## src/rtl/servant_uart_pkg.sv

```systemverilog
// Shared types and constants for the servant UART transmitter.
//   tx_state_t     : serializer FSM states
//   ST_*           : bit positions inside the 32-bit status word
package servant_uart_pkg;

  typedef enum logic [1:0] {
    IDLE  = 2'd0,
    START = 2'd1,
    DATA  = 2'd2,
    STOP  = 2'd3
  } tx_state_t;

  localparam int ST_BUSY    = 0;
  localparam int ST_FULL    = 1;
  localparam int ST_EMPTY   = 2;
  localparam int ST_OVF     = 3;
  localparam int ST_LVL_LSB = 8;

endpackage

```

## src/rtl/servant_uart_fifo.sv

```systemverilog
// Synchronous FIFO with first-word fall-through read.
//   i_clk, i_rst_n : clock, asynchronous active-low reset
//   i_push, i_dat  : write strobe and data (ignored while full)
//   i_pop          : read strobe, o_dat advances next cycle (ignored while empty)
//   o_dat          : entry at the read pointer
//   o_full/o_empty : occupancy flags
//   o_level        : number of stored entries
module servant_uart_fifo #(
  parameter int WIDTH = 8,
  parameter int DEPTH = 8
) (
  input  logic                     i_clk,
  input  logic                     i_rst_n,
  input  logic                     i_push,
  input  logic                     i_pop,
  input  logic [WIDTH-1:0]         i_dat,
  output logic [WIDTH-1:0]         o_dat,
  output logic                     o_full,
  output logic                     o_empty,
  output logic [$clog2(DEPTH):0]   o_level
);

  localparam int AW = $clog2(DEPTH);

  logic [WIDTH-1:0] mem [DEPTH];
  // Pointers carry one extra MSB so full (MSBs differ) and empty (equal)
  // are distinguishable when the index bits match.
  logic [AW:0]      wptr_q, wptr_d;
  logic [AW:0]      rptr_q, rptr_d;
  logic             do_push, do_pop;

  assign o_empty = (wptr_q == rptr_q);
  assign o_full  = (wptr_q[AW] != rptr_q[AW]) && (wptr_q[AW-1:0] == rptr_q[AW-1:0]);
  assign o_level = wptr_q - rptr_q;
  assign o_dat   = mem[rptr_q[AW-1:0]];

  always_comb begin
    do_push = i_push & ~o_full;
    do_pop  = i_pop & ~o_empty;
    wptr_d  = do_push ? wptr_q + 1'b1 : wptr_q;
    rptr_d  = do_pop  ? rptr_q + 1'b1 : rptr_q;
  end

  // NOTE: sequential state uses non-blocking assignments so every flop
  // samples pre-edge values regardless of block ordering.
  always_ff @(posedge i_clk or negedge i_rst_n) begin
    if (!i_rst_n) begin
      wptr_q <= '0;
      rptr_q <= '0;
    end else begin
      wptr_q <= wptr_d;
      rptr_q <= rptr_d;
    end
  end

  // NOTE: storage is deliberately not reset; the pointers alone define
  // which entries are valid, and a reset-free array maps onto plain RAM.
  always_ff @(posedge i_clk) begin
    if (do_push) mem[wptr_q[AW-1:0]] <= i_dat;
  end

endmodule

```

## src/rtl/servant_uart_tx.sv

```systemverilog
// Wishbone-attached buffered 8N1 UART transmitter.
//   i_clk, i_rst_n : clock, asynchronous active-low reset
//   i_wb_cyc       : bus cycle, one action per rising edge of cyc
//   i_wb_we        : 1 = write byte into FIFO, 0 = status read (clears ovf)
//   i_wb_dat       : byte to transmit
//   o_wb_rdt       : status {level[15:8], ovf, empty, full, busy}
//   o_tx           : serial line, idles high
//   o_irq          : high while FIFO empty and serializer idle
module servant_uart_tx
  import servant_uart_pkg::*;
#(
  parameter int DIVISOR = 278,
  parameter int DEPTH   = 8
) (
  input  logic        i_clk,
  input  logic        i_rst_n,
  input  logic        i_wb_cyc,
  input  logic        i_wb_we,
  input  logic [7:0]  i_wb_dat,
  output logic [31:0] o_wb_rdt,
  output logic        o_tx,
  output logic        o_irq
);

  localparam int          LW          = $clog2(DEPTH) + 1;
  localparam logic [15:0] BAUD_RELOAD = 16'(DIVISOR - 1);

  tx_state_t   state_q, state_d;
  logic [15:0] baud_q, baud_d;
  logic [2:0]  bit_q, bit_d;
  logic [7:0]  shreg_q, shreg_d;
  logic        cyc_q, cyc_d;
  logic        ovf_q, ovf_d;

  logic          start, wr_start, rd_start;
  logic          push, pop;
  logic          fifo_full, fifo_empty;
  logic [7:0]    fifo_dat;
  logic [LW-1:0] level;

  // A held cyc only counts on its first cycle.
  assign start    = i_wb_cyc & ~cyc_q;
  assign wr_start = start & i_wb_we;
  assign rd_start = start & ~i_wb_we;
  // Full is judged before any same-cycle pop, so a write to a full FIFO
  // is dropped even while the serializer is draining it.
  assign push     = wr_start & ~fifo_full;

  servant_uart_fifo #(
    .WIDTH (8),
    .DEPTH (DEPTH)
  ) u_fifo (
    .i_clk   (i_clk),
    .i_rst_n (i_rst_n),
    .i_push  (push),
    .i_pop   (pop),
    .i_dat   (i_wb_dat),
    .o_dat   (fifo_dat),
    .o_full  (fifo_full),
    .o_empty (fifo_empty),
    .o_level (level)
  );

  always_comb begin
    cyc_d = i_wb_cyc;
    ovf_d = ovf_q;
    if (wr_start && fifo_full) ovf_d = 1'b1;
    else if (rd_start)         ovf_d = 1'b0;
  end

  // Serializer: every bit lasts DIVISOR cycles (baud_q counts DIVISOR-1..0).
  always_comb begin
    // NOTE: every signal gets a default before the case so no path leaves
    // one unassigned, which would otherwise infer a latch.
    state_d = state_q;
    baud_d  = baud_q;
    bit_d   = bit_q;
    shreg_d = shreg_q;
    pop     = 1'b0;
    case (state_q)
      IDLE: begin
        if (!fifo_empty) begin
          pop     = 1'b1;
          shreg_d = fifo_dat;
          baud_d  = BAUD_RELOAD;
          state_d = START;
        end
      end
      START: begin
        if (baud_q == 16'd0) begin
          baud_d  = BAUD_RELOAD;
          bit_d   = 3'd0;
          state_d = DATA;
        end else begin
          baud_d = baud_q - 16'd1;
        end
      end
      DATA: begin
        if (baud_q == 16'd0) begin
          baud_d  = BAUD_RELOAD;
          shreg_d = {1'b0, shreg_q[7:1]};
          bit_d   = bit_q + 3'd1;
          if (bit_q == 3'd7) state_d = STOP;
        end else begin
          baud_d = baud_q - 16'd1;
        end
      end
      STOP: begin
        if (baud_q == 16'd0) state_d = IDLE;
        else                 baud_d  = baud_q - 16'd1;
      end
    endcase
  end

  always_ff @(posedge i_clk or negedge i_rst_n) begin
    if (!i_rst_n) begin
      state_q <= IDLE;
      baud_q  <= '0;
      bit_q   <= '0;
      shreg_q <= '0;
      cyc_q   <= 1'b0;
      ovf_q   <= 1'b0;
    end else begin
      state_q <= state_d;
      baud_q  <= baud_d;
      bit_q   <= bit_d;
      shreg_q <= shreg_d;
      cyc_q   <= cyc_d;
      ovf_q   <= ovf_d;
    end
  end

  always_comb begin
    case (state_q)
      START:   o_tx = 1'b0;
      DATA:    o_tx = shreg_q[0];
      default: o_tx = 1'b1;
    endcase
  end

  assign o_irq = fifo_empty & (state_q == IDLE);

  always_comb begin
    o_wb_rdt                      = '0;
    o_wb_rdt[ST_BUSY]             = (state_q != IDLE);
    o_wb_rdt[ST_FULL]             = fifo_full;
    o_wb_rdt[ST_EMPTY]            = fifo_empty;
    o_wb_rdt[ST_OVF]              = ovf_q;
    o_wb_rdt[ST_LVL_LSB +: 8]     = 8'(level);
  end

endmodule

```

## config.mk

```make
export PLATFORM = sky130hd
export DESIGN_NAME = servant_uart_tx
export DESIGN_NICKNAME = d
export VERILOG_FILES = /design/src/rtl/servant_uart_pkg.sv /design/src/rtl/servant_uart_fifo.sv /design/src/rtl/servant_uart_tx.sv
export SDC_FILE = /design/constraint.sdc
export NUM_CORES = 1
export LEC_CHECK = 0
export ABC_AREA = 1
export BUFFER_PORTS_ARGS = -buffer_cell sky130_fd_sc_hd__buf_2
export CORE_MARGIN = 4
export CORE_UTILIZATION = 40
export CTS_CLUSTER_SIZE = 30
export DETAILED_ROUTE_END_ITERATION = 7
export GPL_ROUTABILITY_DRIVEN = 1
export SETUP_SLACK_MARGIN = 0.4
export SYNTH_ARGS = -nofsm -noshare
export SYNTH_HDL_FRONTEND = slang
export SYNTH_SLANG_ARGS = --single-unit
```

## constraint.sdc

```tcl
create_clock -name i_clk -period 6.9 [get_ports i_clk]
set_input_delay 1.38 -clock i_clk [delete_from_list [all_inputs] [get_ports i_clk]]
set_output_delay 1.38 -clock i_clk [all_outputs]
set_load 0.01 [all_outputs]
```

==> results of run 1 <==
-- metal layers --
| layer | global-route usage | part of all wire | vias up |
|---|---|---|---|
| li1 | - | - | 1769 |
| met3 | 0.0357 | 0.046 | 21 |
| met4 | 0.0679 | 0.025 | 0 |
| met1 | 0.204 | 0.45 | 1691 |
| met2 | 0.252 | 0.48 | 81 |
| met5 | 0 | 0 | - |
-- state kept, by name (all words and copies together), names as in the netlist --
register and count:
ovf_q 1, cyc_q 1, bit_q 3, u_fifo.mem 64, shreg_q 8, u_fifo.rptr_q 4, baud_q 16, u_fifo.wptr_q 4
state_q 2
-- worst max-delay path, stage by stage (launching register included) --
cell and delay (ns):
dfrtp_1 0.80, clkinv_1 0.63, ha_1 0.49, nand2_1 0.07, nor2_2 0.16, nand3_2 0.32
inv_1 0.12, buf_2 0.13
-- metrics by stage --
| stage | setup slack, ns | util |
|---|---|---|
| after floorplan | 3.72 | - |
| after global placement | 2.88 | 0.419 |
| after detailed placement | 2.82 | 0.419 |
| after CTS | 2.42 | 0.445 |
| after global routing | 2.11 | 0.445 |
| final | 2.44 | 0.445 |
-- worst max-delay path by stage --
stage | start | to | cells past startpoint
finish | u_fifo.rptr_q[1]$_DFFE_PN0P_ | o_irq | 7
global route | u_fifo.rptr_q[1]$_DFFE_PN0P_ | o_irq | 7
CTS | u_fifo.rptr_q[1]$_DFFE_PN0P_ | o_irq | 7
detailed placement | u_fifo.rptr_q[1]$_DFFE_PN0P_ | o_irq | 7
global placement | u_fifo.rptr_q[1]$_DFFE_PN0P_ | o_irq | 7
floorplan | u_fifo.rptr_q[1]$_DFFE_PN0P_ | o_irq | 9
-- final cells by class --
class	count	area [um2]	share of cell area
clock buffers	9	225	0.0401
clock inverters	7	109	0.0194
inverters	43	161	0.0287
multi-input cells	378	1910	0.339
flip-flops and latches	103	2900	0.516
well taps	172	215	0.0383
repair buffers	21	105	0.0187
-- synth_stat cells (2+ instances only) --
cell type	n
a21oi_1	4
buf_2	6
buf_4	29
buf_6	2
clkbuf_1	5
clkinv_1	2
dfrtp_1	39
edfxtp_1	64
ha_1	13
inv_1	38
inv_2	3
mux2i_1	7
nand2_1	152
nand3_1	63
nand3_2	2
nand4_1	5
nor2_1	44
nor2_2	6
nor3_1	3
o21ai_0	12
o21ai_1	14
o22ai_1	2
or2_2	4
xnor2_1	3
xor2_1	7
-- report_power, final --
part	total (mW)	internal (mW)	switching (mW)
clock	0.563	0.325	0.238
sequential	0.698	0.681	0.0172
combinational	0.155	0.0534	0.102
total	1.42	1.06	0.357
-- cells by family (layout without fill, tap and decap cells) --
kind of cell    after synthesis  count (layout)  share of synthesized area
simple gates                285             285                      0.241
flops                       103             103                      0.561
buf+inv                      85              80                     0.0871
compound gates               37              37                     0.0419
fa+ha+maj                    14              14                     0.0353
xor+xnor                     11              11                     0.0201
mux                           7               7                     0.0136
other cells                   1              24                   0.000726
==> impl_metrics.env, run 1 <==
export IMPL_status="complete, no violations"
export IMPL_synth_ff_type="edfxtp_1"
export IMPL_synth_top_cell_area_share=0.372
export IMPL_final_nets=582
export IMPL_die_w_um=122
export IMPL_yosysWarningCount=0
export IMPL_path_class="reg -> out"
export IMPL_hold_end="bit_q[1]$_DFFE_PN0P_"
export IMPL_fmax_mhz=224
export IMPL_synth_yosys_seq_area_share=0.561
export IMPL_fp_dieArea_um2=14800
export IMPL_n_fill_cell=1207
export IMPL_dpl_hpwl_um=7630
export IMPL_fin_crit_ns=4.46
export IMPL_port_buffers=21
export IMPL_vdd_ir_drop_max_mv=0.152
export IMPL_finalSetupTns_ns=0
export IMPL_timing_rr_end="u_fifo.mem[0][3]$_DFFE_PP_"
export IMPL_mostFrequentLayoutCell="nand2_1"
export IMPL_cts_hold_buf=0
export IMPL_coreArea_um2=12600
export IMPL_finish_instance_area_um2=5620
export IMPL_area_growth_pct=8.74
export IMPL_synth_async_reset_ratio=0.379
export IMPL_cp_data_arrival_time_ns=3.08
export IMPL_worst_pin_slew_ns=1.13
export IMPL_cellPowerDensity_nw_per_um2=252
export IMPL_drv_slew=0
export IMPL_hold_viol_final=0
export IMPL_timing_hold_ws_ns=0.489
export IMPL_clk_insertion_delay_late_ns=0.35
export IMPL_cts_buffer_depth=2
export IMPL_yosys_top_cells_area="edfxtp_1 37%, dfrtp_1 19%, nand2_1 11%"
export IMPL_cts_root_buf="clkbuf_16"
export IMPL_holdPathStages=2
export IMPL_cts_tree="done"
export IMPL_power_mw=1.42
export IMPL_hold_start="bit_q[1]$_DFFE_PN0P_"
export IMPL_grt_util_all_layers=0.157
export IMPL_cts_setup_buffers=0
export IMPL_wl_per_cell_um=14.6
export IMPL_setup_viol=0
export IMPL_drive_gt1_frac=0.107
export IMPL_cp_data_required_time_ns=5.52
export IMPL_synth_area_per_cell_um2=9.52
export IMPL_antenna_found_initial=0
export IMPL_skew_ns=0.00680
export IMPL_cp_end_kind="primary output"
export IMPL_first_pass_iters=4
export IMPL_rows=41
export IMPL_rsz0062_at_grt="no"
export IMPL_cp_start_kind="flip-flop"
export IMPL_dpl_cell_area_um2=5290
export IMPL_relSlewSlack=0.244
export IMPL_synth_edf_count=64
export IMPL_cts_repair_resize_count=0
export IMPL_path_clk_slew_ns=0.07
export IMPL_htreeDepth=3
export IMPL_routabilityCongestion=0.838
export IMPL_final_cell_mix="152 x nand2_1, 64 x edfxtp_1, 63 x nand3_1"
export IMPL_netlist_area_um2=5170
export IMPL_ioPinCount=46
export IMPL_reg2reg_slack_ns=3.38
export IMPL_maxCapViolations=0
export IMPL_reg2reg_depth=9
export IMPL_dp_cells=717
export IMPL_grt_max_degree=40
export IMPL_initial_utilization=0.410
export IMPL_final_cells=733
export IMPL_diodes=0
export IMPL_dr_total_vias=3562
export IMPL_routed_wl_um=10700
export IMPL_grt_overflow_total=0
export IMPL_cts_buffers=9
export IMPL_first_global_vias=3469
export IMPL_fp_dieH_um=122
export IMPL_fin_crit_sh=0.646
export IMPL_hp_class="reg -> reg"
export IMPL_rr_startpoint="u_fifo.rptr_q[1]$_DFFE_PN0P_"
export IMPL_drcViolationCount=0
export IMPL_cellLeakagePower_nw=2.42
export IMPL_yosysUniqueCellTypes=39
export IMPL_grt_pass1_wl_um=17800
export IMPL_drt_iter0_markers=250
export IMPL_viasPerCell=4.86
export IMPL_syn_inst=543
export IMPL_ant_nets=0
export IMPL_cts_sinks=103
export IMPL_ys_ff_latch=103
export IMPL_worstPathMaxFanout=21
export IMPL_synth_largest_area_cell="edfxtp_1"
(Power assumes the default switching activity.)
==> run 2, diff against run 1 <==
==> constraint.sdc (replaced) <==
create_clock -name i_clk -period 3.69 [get_ports i_clk]
set_input_delay 0.738 -clock i_clk [delete_from_list [all_inputs] [get_ports i_clk]]
set_output_delay 0.738 -clock i_clk [all_outputs]
set_load 0.01 [all_outputs]
==> run 2 against run 1 <==
Sequential share of layout area rose by 0.27 points. Critical endpoint unchanged. Hold slack got worse by 0.0047 ns. Clock skew rose by 0.0019 ns. Non-clock buffer count rose by 2. First-iteration DRC count fell by 15%. Global-route usage rose by 0.11 points. Sequential cell count did not move. Largest cell class unchanged. Via count fell by 1.0%. Design area fell by 0.51%. Wire length rose by 0.51%. Sequential power rose by 86%. Die area did not move.
==> impl_metrics.env, run 2 (synthesis results as in run 1) <==
export IMPL_diodes=0
export IMPL_worst_pin_slew_ns=0.918
export IMPL_grt_overflow_total=0
export IMPL_cp_data_arrival_time_ns=2.27
export IMPL_viasPerCell=4.80
export IMPL_cellLeakagePower_nw=2.40
export IMPL_cp_data_required_time_ns=2.95
export IMPL_dr_total_vias=3525
export IMPL_drv_slew=0
export IMPL_cts_root_buf="clkbuf_16"
export IMPL_final_nets=584
export IMPL_mostFrequentLayoutCell="nand2_1"
export IMPL_ioPinCount=46
export IMPL_skew_ns=0.00866
export IMPL_vdd_ir_drop_max_mv=0.428
export IMPL_swShare=0.264
export IMPL_slowest_delay_ns=0.55
export IMPL_fin_crit_ns=3.00
export IMPL_cts_sinks=103
export IMPL_cellPowerDensity_nw_per_um2=448
export IMPL_cts_tree="done"
export IMPL_drcViolationCount=0
export IMPL_hp_class="reg -> reg"
export IMPL_post_route_util=0.443
export IMPL_final_cell_mix="152 x nand2_1, 64 x edfxtp_1, 63 x nand3_1"
export IMPL_slowest_stage="dfrtp_1"
export IMPL_status="complete, no violations"
export IMPL_fp_dieArea_um2=14800
export IMPL_hold_viol_final=0
export IMPL_crit_chain="inv_2 > ha_1 > nand2_1 > nor2_2 > nand3_2 > inv_1 > buf_2"
export IMPL_rows=41
export IMPL_relSlewSlack=0.387
export IMPL_n_fill_cell=1241
export IMPL_cp_end_kind="primary output"
export IMPL_cts_buffer_depth=2
export IMPL_power_frac_comb=0.117
export IMPL_multi_input_area_um2=1910
export IMPL_path_clk_slew_ns=0.07
export IMPL_clk_insertion_delay_late_ns=0.35
export IMPL_setup_viol=0
export IMPL_grt_pass1_wl_um=17700
export IMPL_fmax_mhz=333
export IMPL_die_w_um=122
export IMPL_fp_dieH_um=122
export IMPL_clockPowerShare=0.362
export IMPL_finish_instance_area_um2=5590
export IMPL_critical_path_top_delay_family="simple AND/OR/NAND/NOR gates"
export IMPL_ant_nets=0
export IMPL_power_switching_mw=0.660
export IMPL_grt_max_degree=40
export IMPL_port_buffers=21
export IMPL_grt_util_all_layers=0.158
export IMPL_seq_area_um2=2900
export IMPL_antenna_found_initial=0
export IMPL_drive_gt1_frac=0.110
export IMPL_cts_setup_buffers=0
export IMPL_maxCapViolations=0
export IMPL_fin_crit_sh=0.814
export IMPL_htreeDepth=3
export IMPL_first_global_vias=3459
export IMPL_coreArea_um2=12600
export IMPL_dpl_cell_area_um2=5300
export IMPL_reg2reg_slack_ns=1.01
export IMPL_area_growth_pct=8.18
export IMPL_worst_path_buf_inv=3
export IMPL_finalSetupTns_ns=0
export IMPL_dpl_worst_slack_ns=0.917
export IMPL_worstPathMaxFanout=12
export IMPL_p_int_mw=1.84
export IMPL_first_pass_iters=4
export IMPL_routabilityCongestion=0.859
export IMPL_seqPwrFrac=0.521
export IMPL_initial_utilization=0.410
export IMPL_layout_setup_ws_ns=0.687
export IMPL_timing_hold_ws_ns=0.484
export IMPL_cp_start_kind="flip-flop"
export IMPL_routed_wl_um=10800
export IMPL_largest_reg_flops=64
export IMPL_rsz0062_at_grt="no"
export IMPL_cts_buffers=9
export IMPL_drt_iter0_markers=212
export IMPL_dpl_hpwl_um=7620
export IMPL_wl_per_cell_um=14.7
export IMPL_path_class="reg -> out"
## run 2: layer usage
layer / global-route usage / vias to the layer above / share of wire
li1: - / 1770 / -
met1: 0.205 / 1659 / 0.45
met2: 0.256 / 85 / 0.48
met3: 0.0395 / 11 / 0.051
met4: 0.0588 / 0 / 0.017
met5: 0 / - / 0
## run 2: worst min-delay path: cells and delay by family, from the launching register on
| kind | cells | cell delay [ns] |
|---|---|---|
| AND/OR/NAND/NOR | 2 | 0.10 |
| flip-flops | 1 | 0.36 |
## run 2: cell type report
| class | count | share of cell area |
|---|---|---|
| Multi-Input combinational cell | 378 | 0.341 |
| Timing Repair Buffer | 23 | 0.0215 |
| Clock inverter | 6 | 0.0103 |
| Sequential cell | 103 | 0.518 |
| Tap cell | 172 | 0.0385 |
| Inverter | 43 | 0.0295 |
| Clock buffer | 10 | 0.0409 |
## run 2: metrics by stage
stage	cells	power [mW]
after floorplan	566	1.53
after global placement	719	1.62
after detailed placement	719	1.63
after CTS	735	2.54
after global routing	735	2.63
final	735	2.50
## run 2: path summary, 6_finish.rpt
check / from / cells after the start / end
max: u_fifo.rptr_q[2]$_DFFE_PN0P_ / 7 / o_irq
min: bit_q[1]$_DFFE_PN0P_ / 2 / bit_q[1]$_DFFE_PN0P_
max reg2reg: u_fifo.rptr_q[2]$_DFFE_PN0P_ / 9 / u_fifo.mem[2][4]$_DFFE_PP_
min reg2reg: bit_q[1]$_DFFE_PN0P_ / 2 / bit_q[1]$_DFFE_PN0P_
max in group asynchronous: i_rst_n / 1 / u_fifo.wptr_q[3]$_DFFE_PN0P_
min in group asynchronous: i_rst_n / 1 / shreg_q[3]$_DFFE_PN0P_
## run 2: power by group through the flow
stage / registers [mW] / clock network [mW] / logic [mW]
detailed placement: 1.33 / 0 / 0.297
global placement: 1.33 / 0 / 0.292
CTS: 1.30 / 0.936 / 0.298
global route: 1.31 / 0.986 / 0.330
floorplan: 1.32 / 0 / 0.210
finish: 1.30 / 0.907 / 0.293
## run 2: what timing repair did
action	in CTS	in global routing
endpoints found under the setup margin	0	1
hold buffers	0	0
gates resized for setup	0	1
==> run 3, diff against run 2 <==
--- a/config.mk
+++ b/config.mk
@@ -5,7 +5,7 @@
 export SDC_FILE = /design/constraint.sdc
 export NUM_CORES = 1
 export LEC_CHECK = 0
-export ABC_AREA = 1
+export ABC_AREA = 0
 export BUFFER_PORTS_ARGS = -buffer_cell sky130_fd_sc_hd__buf_2
 export CORE_MARGIN = 4
 export CORE_UTILIZATION = 40
==> constraint.sdc (replaced) <==
create_clock -name i_clk -period 2.72 [get_ports i_clk]
set_input_delay 0.544 -clock i_clk [delete_from_list [all_inputs] [get_ports i_clk]]
set_output_delay 0.544 -clock i_clk [all_outputs]
set_load 0.01 [all_outputs]
==> run 3 against run 2 <==
Register-to-register slack got worse by 0.49 ns. Design area decreased by 0.76%. Final cell count decreased by 27%. Core utilization increased by 1.9 points. Sequential share of layout area increased by 0.42 points. Wire length decreased by 16%. Count of clock-buffer cells in the layout decreased by 1. Critical path type unchanged.
==> impl_metrics.env, run 3 <==
export IMPL_ys_ff_latch=103
export IMPL_area_growth_pct=13.5
export IMPL_hp_class="in -> async"
export IMPL_timing_rr_end="state_q[1]$_DFFE_PN0P_"
export IMPL_cp_end_kind="primary output"
export IMPL_ant_nets=0
export IMPL_fp_dieArea_um2=14100
export IMPL_hold_viol_final=0
export IMPL_rsz0062_at_grt="yes"
export IMPL_rows=40
export IMPL_routabilityCongestion=0.770
export IMPL_ioPinCount=46
export IMPL_htreeDepth=3
export IMPL_synth_largest_area_cell="edfxtp_1"
export IMPL_dpl_cell_area_um2=5120
export IMPL_antenna_found_initial=0
export IMPL_fmax_mhz=435
export IMPL_drt_iter0_markers=213
export IMPL_grt_overflow_total=0
export IMPL_wl_per_cell_um=17.0
export IMPL_cts_root_buf="clkbuf_16"
export IMPL_synth_area_per_cell_um2=13.8
export IMPL_cellPowerDensity_nw_per_um2=663
export IMPL_cellLeakagePower_nw=2.20
export IMPL_ys_top_cells_by_count="64 x edfxtp_1, 39 x dfrtp_1, 30 x buf_4"
export IMPL_cp_data_required_time_ns=2.18
export IMPL_first_pass_iters=4
export IMPL_yosys_top_cells_area="edfxtp_1 39%, dfrtp_1 20%, mux4_2 7.4%"
export IMPL_cts_buffers=9
export IMPL_vdd_ir_drop_max_mv=0.564
export IMPL_synth_yosys_seq_area_share=0.592
export IMPL_largest_reg_flops=64
export IMPL_final_nets=410
export IMPL_setup_viol=0
export IMPL_maxCapViolations=0
export IMPL_status="complete, no violations"
export IMPL_mostFrequentLayoutCell="edfxtp_1"
export IMPL_finalSetupTns_ns=0
export IMPL_grt_max_degree=40
export IMPL_reg2reg_slack_ns=0.52
export IMPL_fin_crit_sh=0.846
export IMPL_synth_top_cell_area_share=0.393
export IMPL_cts_buffer_depth=2
export IMPL_worst_pin_slew_ns=0.894
export IMPL_final_cell_mix="64 x edfxtp_1, 38 x dfrtp_1, 24 x conb_1"
export IMPL_grt_util_all_layers=0.138
export IMPL_cts_tree="done"
export IMPL_cp_data_arrival_time_ns=1.76
export IMPL_yosysUniqueCellTypes=54
export IMPL_worstPathMaxFanout=2
export IMPL_skew_ns=0.00821
export IMPL_drv_slew=0
export IMPL_die_w_um=119
export IMPL_diodes=0
export IMPL_first_global_vias=2886
export IMPL_path_class="reg -> out"
export IMPL_routed_wl_um=9100
export IMPL_n_fill_cell=1071
export IMPL_synth_ff_type="edfxtp_1"
export IMPL_fp_dieH_um=119
export IMPL_cts_sinks=103
export IMPL_initial_utilization=0.407
export IMPL_synth_async_reset_ratio=0.379
export IMPL_finish_instance_area_um2=5550
export IMPL_relSlewSlack=0.404
export IMPL_path_clk_slew_ns=0.07
export IMPL_netlist_area_um2=4890
export IMPL_synth_most_common_cell="edfxtp_1"
export IMPL_coreArea_um2=12000
export IMPL_yosysWarningCount=0
export IMPL_synth_edf_count=64
export IMPL_dpl_hpwl_um=6240
export IMPL_rr_startpoint="baud_q[0]$_DFFE_PN0P_"
export IMPL_viasPerCell=5.22
export IMPL_reg2reg_depth=7
export IMPL_clk_insertion_delay_late_ns=0.35
export IMPL_grt_pass1_wl_um=15200
export IMPL_worstSetupEndpoint="o_wb_rdt[11]"
export IMPL_cp_start_kind="flip-flop"
export IMPL_dr_total_vias=2798
export IMPL_fin_crit_ns=2.30
export IMPL_drcViolationCount=0
export IMPL_port_buffers=21
export IMPL_cts_hold_buf=0
export IMPL_crit_start="u_fifo.wptr_q[1]$_DFFE_PN0P_"
export IMPL_drive_gt1_frac=0.285
export IMPL_syn_inst=354
[run 3: worst min-delay path by stage]
stage,depth (start not counted),to
after global routing,1,cyc_q$_DFF_PN0_
after global placement,1,ovf_q$_DFFE_PN0P_
final,1,baud_q[13]$_DFFE_PN0P_
after detailed placement,1,u_fifo.rptr_q[3]$_DFFE_PN0P_
after floorplan,0,baud_q[0]$_DFFE_PN0P_
after CTS,1,cyc_q$_DFF_PN0_
[run 3: layout make-up]
type	count	area [um2]	area share
Clock buffer	9	225	0.0406
Tap cell	147	184	0.0331
Multi-Input combinational cell	219	1870	0.336
Sequential cell	103	2900	0.522
Timing Repair Buffer	36	246	0.0444
Clock inverter	7	62.6	0.0113
Inverter	15	66.3	0.0120
[run 3: layer usage]
layer / track usage / wire length [um] / vias to the layer above
li1: - / - / 1321
met1: 0.180 / 4140 / 1417
met2: 0.222 / 4480 / 50
met3: 0.0397 / 361 / 10
met4: 0.0478 / 129 / 0
met5: 0 / 0 / -
[run 3: timing repair]
action                                  in CTS  in global routing
resized for setup                            7                 11
cloned                                       0                  0
endpoints found under the setup margin      53                 49
pin swaps                                    0                  4
setup buffers                                2                  4
[run 3: cells by family (layout without fill, tap and decap cells)]
kind of cell               Yosys count  in the layout  share of synthesized area
and+or+nand+nor                     82             82                     0.0883
muxes                               33             33                      0.111
buffers and inverters               55             67                     0.0704
other                                1             24                   0.000767
adders and majority gates           14             14                     0.0374
DFF                                103            103                      0.592
AOI/OAI and AO/OA                   57             57                     0.0839
xor gates and xnor gates             9              9                     0.0161
[run 3: through the flow]
step | total power [mW] | hold slack (ns) | instances | util | worst slack, ns
floorplan | 2.22 | 0.248 | 377 | - | 0.409
global placement | 2.37 | 0.472 | 514 | 0.427 | 0.308
detailed placement | 2.39 | 0.488 | 514 | 0.427 | 0.247
CTS | 3.69 | 0.310 | 532 | 0.453 | 0.258
global route | 3.86 | 0.317 | 536 | 0.462 | 0.325
finish | 3.68 | 0.317 | 536 | 0.462 | 0.420
[run 3: power by group]
group / switching (mW) / internal (mW) / total, mW / leakage (nW)
combinational: 0.387 / 0.269 / 0.656 / 1.01
sequential: 0.0395 / 1.74 / 1.78 / 1.06
clock: 0.605 / 0.642 / 1.25 / 0.139
[run 3: worst max-delay path, stage by stage (launching register included)]
cell and delay [ns]:
dfrtp_1 0.40, ha_1 0.33, a21o_1 0.20, a21oi_2 0.14, xor2_1 0.17, buf_2 0.16
